**src/rtl/grey_to_bin_tracker_pkg.sv**
```systemverilog
// Shared types and helpers for the Grey-to-binary tracker: FSM state encoding,
// error-counter width and a generic Grey-to-binary conversion function.
package grey_to_bin_tracker_pkg;

   typedef enum logic {
      ST_INIT  = 1'b0,
      ST_TRACK = 1'b1
   } state_t;

   localparam int ERR_CNT_W = 8;

   // Zero-extended inputs convert correctly: leading zeros leave the prefix XOR unchanged.
   function automatic logic [31:0] grey2bin(input logic [31:0] g);
      logic [31:0] b;
      b[31] = g[31];
      for (int i = 30; i >= 0; i--) begin
         b[i] = b[i+1] ^ g[i];
      end
      return b;
   endfunction

endpackage

```
**src/rtl/grey_to_bin_tracker_sync.sv**
```systemverilog
// Reset-able SYNC_STAGES-deep flop chain bringing an asynchronous Grey bus into clk.
module grey_to_bin_tracker_sync #(
   parameter int WIDTH       = 4,
   parameter int SYNC_STAGES = 2
) (
   input  logic             clk,
   input  logic             rst,
   input  logic [WIDTH-1:0] d,
   output logic [WIDTH-1:0] q
);

   logic [WIDTH-1:0] stage [SYNC_STAGES];

   always_ff @(posedge clk or posedge rst) begin
      if (rst) begin
         for (int i = 0; i < SYNC_STAGES; i++) begin
            stage[i] <= '0;
         end
      end else begin
         stage[0] <= d;
         for (int i = 1; i < SYNC_STAGES; i++) begin
            stage[i] <= stage[i-1];
         end
      end
   end

   assign q = stage[SYNC_STAGES-1];

endmodule

```
**src/rtl/grey_to_bin_tracker.sv**
```systemverilog
// Grey-coded pointer receiver: synchronize, convert to binary, classify steps.
// Optional saturating illegal-jump counter on err_cnt when GREY_ERR_CNT_EN is defined.
//
// state    | meaning
// ST_INIT  | no reference sample yet; first enabled sample loads without err
// ST_TRACK | compare each synchronized sample against the last accepted one
module grey_to_bin_tracker
   import grey_to_bin_tracker_pkg::*;
#(
   parameter int WIDTH       = 4,
   parameter int SYNC_STAGES = 2
) (
   input  logic                 clk,
   input  logic                 rst,
   input  logic                 en,
   input  logic [WIDTH-1:0]     g_in,
   output logic [WIDTH-1:0]     b_out,
   output logic                 b_valid,
   output logic                 dir,
   output logic                 wrap,
`ifdef GREY_ERR_CNT_EN
   output logic                 err,
   output logic [ERR_CNT_W-1:0] err_cnt
`else
   output logic                 err
`endif
);

   logic [WIDTH-1:0] g_s;
   logic [WIDTH-1:0] g_prev;
   logic [WIDTH-1:0] b_conv;
   logic [WIDTH-1:0] diff;
   logic             changed;
   logic             single_bit;
   logic             step_up;
   logic             step_wrap;
   state_t           state;

   grey_to_bin_tracker_sync #(
      .WIDTH      (WIDTH),
      .SYNC_STAGES(SYNC_STAGES)
   ) u_sync (
      .clk(clk),
      .rst(rst),
      .d  (g_in),
      .q  (g_s)
   );

   assign b_conv     = WIDTH'(grey2bin(32'(g_s)));
   assign diff       = g_s ^ g_prev;
   assign changed    = (diff != '0);
   assign single_bit = ((diff & (diff - WIDTH'(1))) == '0);
   assign step_up    = (b_conv == b_out + WIDTH'(1));
   assign step_wrap  = ((b_out == '1) && (b_conv == '0)) || ((b_out == '0) && (b_conv == '1));

   always_ff @(posedge clk or posedge rst) begin
      if (rst) begin
         state   <= ST_INIT;
         g_prev  <= '0;
         b_out   <= '0;
         b_valid <= 1'b0;
         dir     <= 1'b0;
         wrap    <= 1'b0;
         err     <= 1'b0;
`ifdef GREY_ERR_CNT_EN
         err_cnt <= '0;
`endif
      end else begin
         b_valid <= 1'b0;
         wrap    <= 1'b0;
         err     <= 1'b0;
         case (state)
            ST_INIT: begin
               if (en) begin
                  b_out   <= b_conv;
                  g_prev  <= g_s;
                  b_valid <= 1'b1;
                  dir     <= 1'b0;
                  state   <= ST_TRACK;
               end
            end
            ST_TRACK: begin
               if (en && changed) begin
                  b_out   <= b_conv;
                  g_prev  <= g_s;
                  b_valid <= 1'b1;
                  if (single_bit) begin
                     dir  <= step_up;
                     wrap <= step_wrap;
                  end else begin
                     // Multi-bit jump: resync to the new value, keep the last direction.
                     err <= 1'b1;
`ifdef GREY_ERR_CNT_EN
                     if (err_cnt != '1) begin
                        err_cnt <= err_cnt + ERR_CNT_W'(1);
                     end
`endif
                  end
               end
            end
            default: state <= ST_INIT;
         endcase
      end
   end

endmodule

```
**config.mk**
```make
export PLATFORM = sky130hd
export DESIGN_NAME = grey_to_bin_tracker
export DESIGN_NICKNAME = d
export VERILOG_FILES = /design/src/rtl/grey_to_bin_tracker_pkg.sv /design/src/rtl/grey_to_bin_tracker_sync.sv /design/src/rtl/grey_to_bin_tracker.sv
export SDC_FILE = /design/constraint.sdc
export NUM_CORES = 1
export LEC_CHECK = 0
export CAP_MARGIN = 10
export CORE_AREA = 2 2 44 57
export CTS_CLUSTER_SIZE = 14
export DETAILED_ROUTE_END_ITERATION = 8
export DIE_AREA = 0 0 46 59
export GPL_TIMING_DRIVEN = 0
export HOLD_SLACK_MARGIN = 0.15
export PLACE_DENSITY = 0.7
export SLEW_MARGIN = 20
export SYNTH_ARGS = -nofsm -noshare
export SYNTH_HDL_FRONTEND = slang
export SYNTH_SLANG_ARGS = --single-unit
```
**constraint.sdc**
```tcl
create_clock -name clk -period 2 [get_ports clk]
set_clock_uncertainty 0.15 [all_clocks]
set_input_delay 0.4 -clock clk [delete_from_list [all_inputs] [get_ports clk]]
set_output_delay 0.4 -clock clk [all_outputs]
set_load 0.01 [all_outputs]
```
==> qor.yml, run 1 <==
status: "finished, violations left"
failed_checks: "negative setup slack"
drt-total-wl_um: 1710
initial_core_util: 0.448
slew-limit-headroom: 0.505
drt_iter0_drc: 13
cp_slowest_cell: "dfrtp_1"
max-vdd-ir-drop_v: 0.000576
syn-cell-area_um2: 958
power_uw: 1140
yosysSeqAreaShare: 0.522
path_clk_slew_ps: 120
grt_pass1_vias: 651
vias: 663
switchingPower_uw: 319
numCtsBuffers: 3
portBuffers: 13
max_freq_mhz: 479
r2r-start: "u_sync.q[2]"
hpwl_um: 1180
worst_pin_slew_ps: 742
ioPinCount: 15
power_frac_comb: 0.279
synthCells: 83
routedWlPerCell_um: 13.6
seqPwrFrac: 0.430
rrSetupSlack_ps: -90
rsz0062_at_grt: "yes"
antenna_found_initial: 0
r2r-end: "dir"
clockBufferDepth: 2
grt_use_total: 0.144
cts.hold.buffers_added: 0
cpMostUsedCell: "ha_4"
n_antenna_cell: 0
critPathKind: "reg -> reg"
drv_cap: 0
drtPass1Iterations: 4
grt_pass1_wl_um: 2790
worst-path-max-fanout: 3
antenna_left: 0
finalSetupViolCount: 1
grt-ovfl-total: 0
synth.avg_cell_area_um2: 11.5
cp-end-kind: "register"
core_um2: 2140
clock_power_share: 0.292
report.final.slew_viol_count: 0
fp.dieW_um: 46
placementRows: 19
dpl.cell_count: 117
place_congestion: 0.783
startpoint: "u_sync.q[2]"
setup_tns_ps: -85.7
grt_max_degree: 21
holdWs_ps: 214
dp_slack_ps: -148
die_area_um2: 2710
clock_sinks: 20
finalWorstSetupSlack_ps: -85.7
hold_depth: 0
vias_per_cell: 5.30
internal_power_uw: 822
required_ps: 2050
yosysWarnings: 0
die_y_um: 59
ys_ff_latch: 20
h-tree-depth: 1
stdcell_count: 125
cp-start-kind: "register"
netSwitchingFraction: 0.279
p_leak_uw: 0.000540
cts_tree: "built"
holdPathEnd: "u_sync.q[3]"
path_cells: "inv_2 -> ha_4 -> xor2_4 -> ha_4 -> nor3_2 -> a31oi_1 -> nor4_1 -> a311o_2"
cellPowerDensity_nw_per_um2: 895
syn_nets: 95
reg2reg_depth: 8
route.detailed.drc: 0
drive_above_1_share: 0.279
syn_to_final_growth_pct: 32.9
hold_class: "reg -> reg"
insertion_delay_ps: 300
min_period_ps: 2090
period_share: 1.04
hp-start: "u_sync.stage[7]"
slowest_delay_ps: 420
ctsRootBufferMaster: "clkbuf_4"
crit_arrival_ps: 2140
final_nets: 117
hold_viol: 0
post_synth_num_cell_types: 27
[stage by stage]
stage	utilization	cell area, um^2
after global routing	0.595	1270
after detailed placement	0.530	1130
after floorplan	-	978
after CTS	0.575	1230
final	0.595	1270
after global placement	0.530	1130
[Yosys cell counts (all sizes together)]
master	n	share of area
clkbuf	1	0.0039
a211oi	1	0.013
mux2	4	0.047
a311o	1	0.012
maj3	1	0.010
nor3	2	0.010
nor4	2	0.013
or3	1	0.0078
nor2b	2	0.013
nand3	2	0.010
or2	1	0.0065
o21ai	4	0.033
buf	1	0.0078
a31oi	2	0.013
ha	5	0.065
inv	9	0.035
or4	1	0.012
a21oi	1	0.0052
dfrtp	20	0.52
nor4b	2	0.018
xnor2	2	0.018
xor2	7	0.072
nor2	3	0.012
nand2	6	0.023
nor3b	2	0.016
[cell type report]
cell class              count  area, um^2
fillers                   179         866
flip-flops and latches     20         502
repair buffers             17         160
well taps                  21        26.3
clock inverters             1        30.0
multi-input cells          52         488
plain buffers               2        11.3
inverters                   9        33.8
clock buffers               3        22.5
[worst max path at each step]
stage | endpoint
global route | dir
finish | dir
detailed placement | dir
CTS | dir
floorplan | dir
global placement | dir
[per-layer routing]
metal	wire length, um	share of wire	global-route usage	vias up
li1	-	-	-	318
met5	0	0	0	-
met2	905	0.53	0.244	20
met1	716	0.42	0.179	321
met4	34	0.020	0.0612	0
met3	48	0.028	0.0183	4
[power by group through the flow]
stage	logic [uW]	clock network [uW]	registers (uW)
2_1_floorplan	176	0	502
6_report	318	333	490
5_1_grt	354	347	498
3_5_place_dp	289	0	496
3_3_place_gp	281	0	493
4_1_cts	307	336	488
[state kept, by name, indices dropped and copies added (netlist names)]
| name | count |
|---|---|
| err | 1 |
| state | 1 |
| dir | 1 |
| g_prev | 3 |
| wrap | 1 |
| u_sync.stage | 4 |
| b_valid | 1 |
| b_out | 4 |
| u_sync.q | 4 |
[kinds of logic (layout without fill, tap and decap cells)]
| group | count (synthesis) | after routing | synth area share |
|---|---|---|---|
| DFF | 20 | 20 | 0.522 |
| adders and majority gates | 6 | 6 | 0.0757 |
| xor gates and xnor gates | 9 | 9 | 0.0901 |
| and+or+nand+nor | 24 | 24 | 0.142 |
| muxes | 4 | 4 | 0.0470 |
| AOI/OAI and AO/OA | 9 | 9 | 0.0757 |
| buffers and inverters | 11 | 32 | 0.0470 |
[critical path: cells and delay by family (launching register included)]
kind                       cells  cell delay, ps
buffers and inverters          1              90
DFF                            1             420
adders and majority gates      2             520
xor gates and xnor gates       1             200
and+or+nand+nor                2             110
AOI/OAI and AO/OA              2             510
[repair_timing]
item                                    4_1_cts  5_1_grt
buffers inserted                              2        2
endpoints found under the setup margin        1        5
resized for setup                             3        5
pin swaps                                     2        2
[cells in the final DEF, fill, tap and decap left out, drive strengths merged]
cell type,netlist,final
or4,1,1
nand3,2,2
nor4,2,2
buf,1,5
nor2,3,3
ha,5,5
or2,1,1
a21oi,1,1
a31oi,2,2
nor3,2,2
maj3,1,1
inv,9,9
dfrtp,20,20
xnor2,2,2
xor2,7,7
nor4b,2,2
or3,1,1
clkbuf,1,4
a211oi,1,1
nor2b,2,2
clkdlybuf4s50,0,13
nand2,6,6
nor3b,2,2
o21ai,4,4
mux2,4,4
a311o,1,1
bufinv,0,1
Note: power is estimated with default switching activity, not from simulation.
==> run 2: changes to the inputs <==
CAP_MARGIN = 20   (was 10)
SYNTH_HIERARCHICAL = 1   (was default)
==> run 2 against run 1 <==
Effect of this change: the run now ends clean; global-route usage decreased by 0.39 points; first-iteration DRC count increased by 54%; combinational power decreased by 9.1%; critical path type unchanged; critical endpoint unchanged; largest power group unchanged.
==> qor.yml, run 2 <==
hpwl_um: 1170
n_antenna_cell: 0
max_freq_mhz: 522
cts.hold.buffers_added: 0
path_clk_slew_ps: 110
drt_iter0_drc: 20
ys_ff_latch: 20
rsz0062_at_grt: "yes"
core_um2: 2140
yosysMostFrequentCell: "dfrtp_1"
setup_tns_ps: 0
place_congestion: 0.808
min_period_ps: 1920
max-vdd-ir-drop_v: 0.000515
h-tree-depth: 1
synthTopCellsByCount: "dfrtp_1, inv_1, xnor2_1"
most-common-layout-cells: "dfrtp_1, clkdlybuf4s50_1, inv_1, buf_4"
grt-ovfl-total: 0
post_synth_num_cell_types: 26
report.final.slew_viol_count: 0
placementRows: 19
yosysTopAreaCellShare: 0.522
drtPass1Iterations: 3
vias: 606
worst_pin_slew_ps: 454
syn_nets: 92
yosysSeqAreaShare: 0.522
fillers: 194
clock_sinks: 20
grt_max_degree: 13
power_frac_comb: 0.290
hold_class: "in -> async"
synth_async_sr_flop_share: 1.00
synthTopCellsByArea: "dfrtp_1, ha_1, mux2_2"
cts_tree: "built"
ctsRootBufferMaster: "clkbuf_4"
yosysWarnings: 6
fp.dieW_um: 46
startpoint: "u_sync/q[2]"
grt_pass1_vias: 668
synth.avg_cell_area_um2: 12.0
insertion_delay_ps: 290
r2r-start: "u_sync/q[2]"
syn-cell-area_um2: 960
critPathKind: "reg -> reg"
die_y_um: 59
clockBufferDepth: 2
ioPinCount: 15
antenna_found_initial: 0
drt-total-wl_um: 1490
grt_pass1_wl_um: 2750
finalSetupViolCount: 0
antenna_left: 0
cellPowerDensity_nw_per_um2: 813
grt_use_total: 0.140
status: "finished clean"
internal_power_uw: 719
portBuffers: 13
die_area_um2: 2710
slew-limit-headroom: 0.697
drv_cap: 0
period_share: 0.958
hold_viol: 0
vias_per_cell: 5.01
cp-start-kind: "register"
worst-path-max-fanout: 3
synthCells: 80
switchingPower_uw: 279
crit_arrival_ps: 2000
required_ps: 2090
p_leak_uw: 0.000565
final_nets: 113
drive_above_1_share: 0.310
holdWs_ps: 199
syn_to_final_growth_pct: 27.9
numCtsBuffers: 3
initial_core_util: 0.449
layout_commonest_cell: "dfrtp_1"
netSwitchingFraction: 0.280
synth_edf_count: 0
clock_power_share: 0.231
seqPwrFrac: 0.480
route.detailed.drc: 0
cp-end-kind: "register"
synth_top_cell_by_area: "dfrtp_1"
synthFlopType: "dfrtp_1"
routedWlPerCell_um: 12.3
run 2: cell types whose count changed in the layout (fill, tap and decap cells not counted), sizes merged, moves of 3 or more:
cell,delta
nor2,-3
xnor2,+4
buf,+3
nand2,-3
run 2: area by class of cell:
cell class,instances,area [um^2],area share
Buffer,4,26.3,0.0214
Clock buffer,4,36.3,0.0296
Inverter,11,43.8,0.0357
Tap cell,21,26.3,0.0214
Sequential cell,20,502,0.409
Multi-Input combinational cell,43,425,0.347
Timing Repair Buffer,18,168,0.137
run 2: final timing paths:
kind	to	slack, ps	cells past startpoint
max	dir	80	9
min	u_sync/stage[5]	200	2
max reg2reg	dir	80	9
min reg2reg	u_sync/q[2]	210	0
max in group asynchronous	b_out[3]	1100	2
min in group clk	u_sync/q[2]	210	0
run 2: cells by family after synthesis:
logic type | share of synthesized area
adders and majority gates | 0.0756
DFF | 0.522
xor gates and xnor gates | 0.108
and+or+nand+nor | 0.0809
muxes | 0.0587
AOI/OAI and AO/OA | 0.0691
buffers and inverters | 0.0861
run 2: timing repair:
action | in CTS | in global routing
pin swaps | 4 | 4
buffers inserted | 3 | 2
endpoints found under the hold margin | 0 | 0
setup endpoints to repair | 1 | 2
gates cloned | 0 | 0
resized for setup | 3 | 1
run 2: power by group through the flow:
stage | Combinational [uW] | Clock [uW] | Sequential, uW
6_report | 289 | 230 | 479
3_5_place_dp | 278 | 0 | 487
5_1_grt | 328 | 260 | 486
4_1_cts | 290 | 244 | 480
3_3_place_gp | 272 | 0 | 484
2_1_floorplan | 178 | 0 | 491
run 2: routing by layer:
layer	track usage	share of wire	vias to the layer above
met3	0.0183	0.029	4
met2	0.240	0.54	14
met5	0	0	-
met1	0.160	0.40	294
met4	0.0816	0.028	0
li1	-	-	294
run 2: per-stage QoR:
stage | total power [uW] | cell area [um^2] | std cells | utilization | worst slack (ps)
5_1_grt | 1070 | 1230 | 121 | 0.574 | -61.8
3_3_place_gp | 756 | 1160 | 114 | 0.542 | -77.8
4_1_cts | 1010 | 1210 | 119 | 0.566 | 12.3
6_report | 998 | 1230 | 121 | 0.574 | 84.6
3_5_place_dp | 764 | 1160 | 114 | 0.542 | -77.1
2_1_floorplan | 669 | 1000 | 80 | - | 39.7
run 2: critical path, cell delays in order, from the launching register on:
cell and delay [ps]:
dfrtp_1 420, inv_4 60, ha_4 290, xnor2_4 120
inv_2 60, ha_4 270, xnor2_1 110, nand3_1 100
nor3_2 110, a32o_1 170
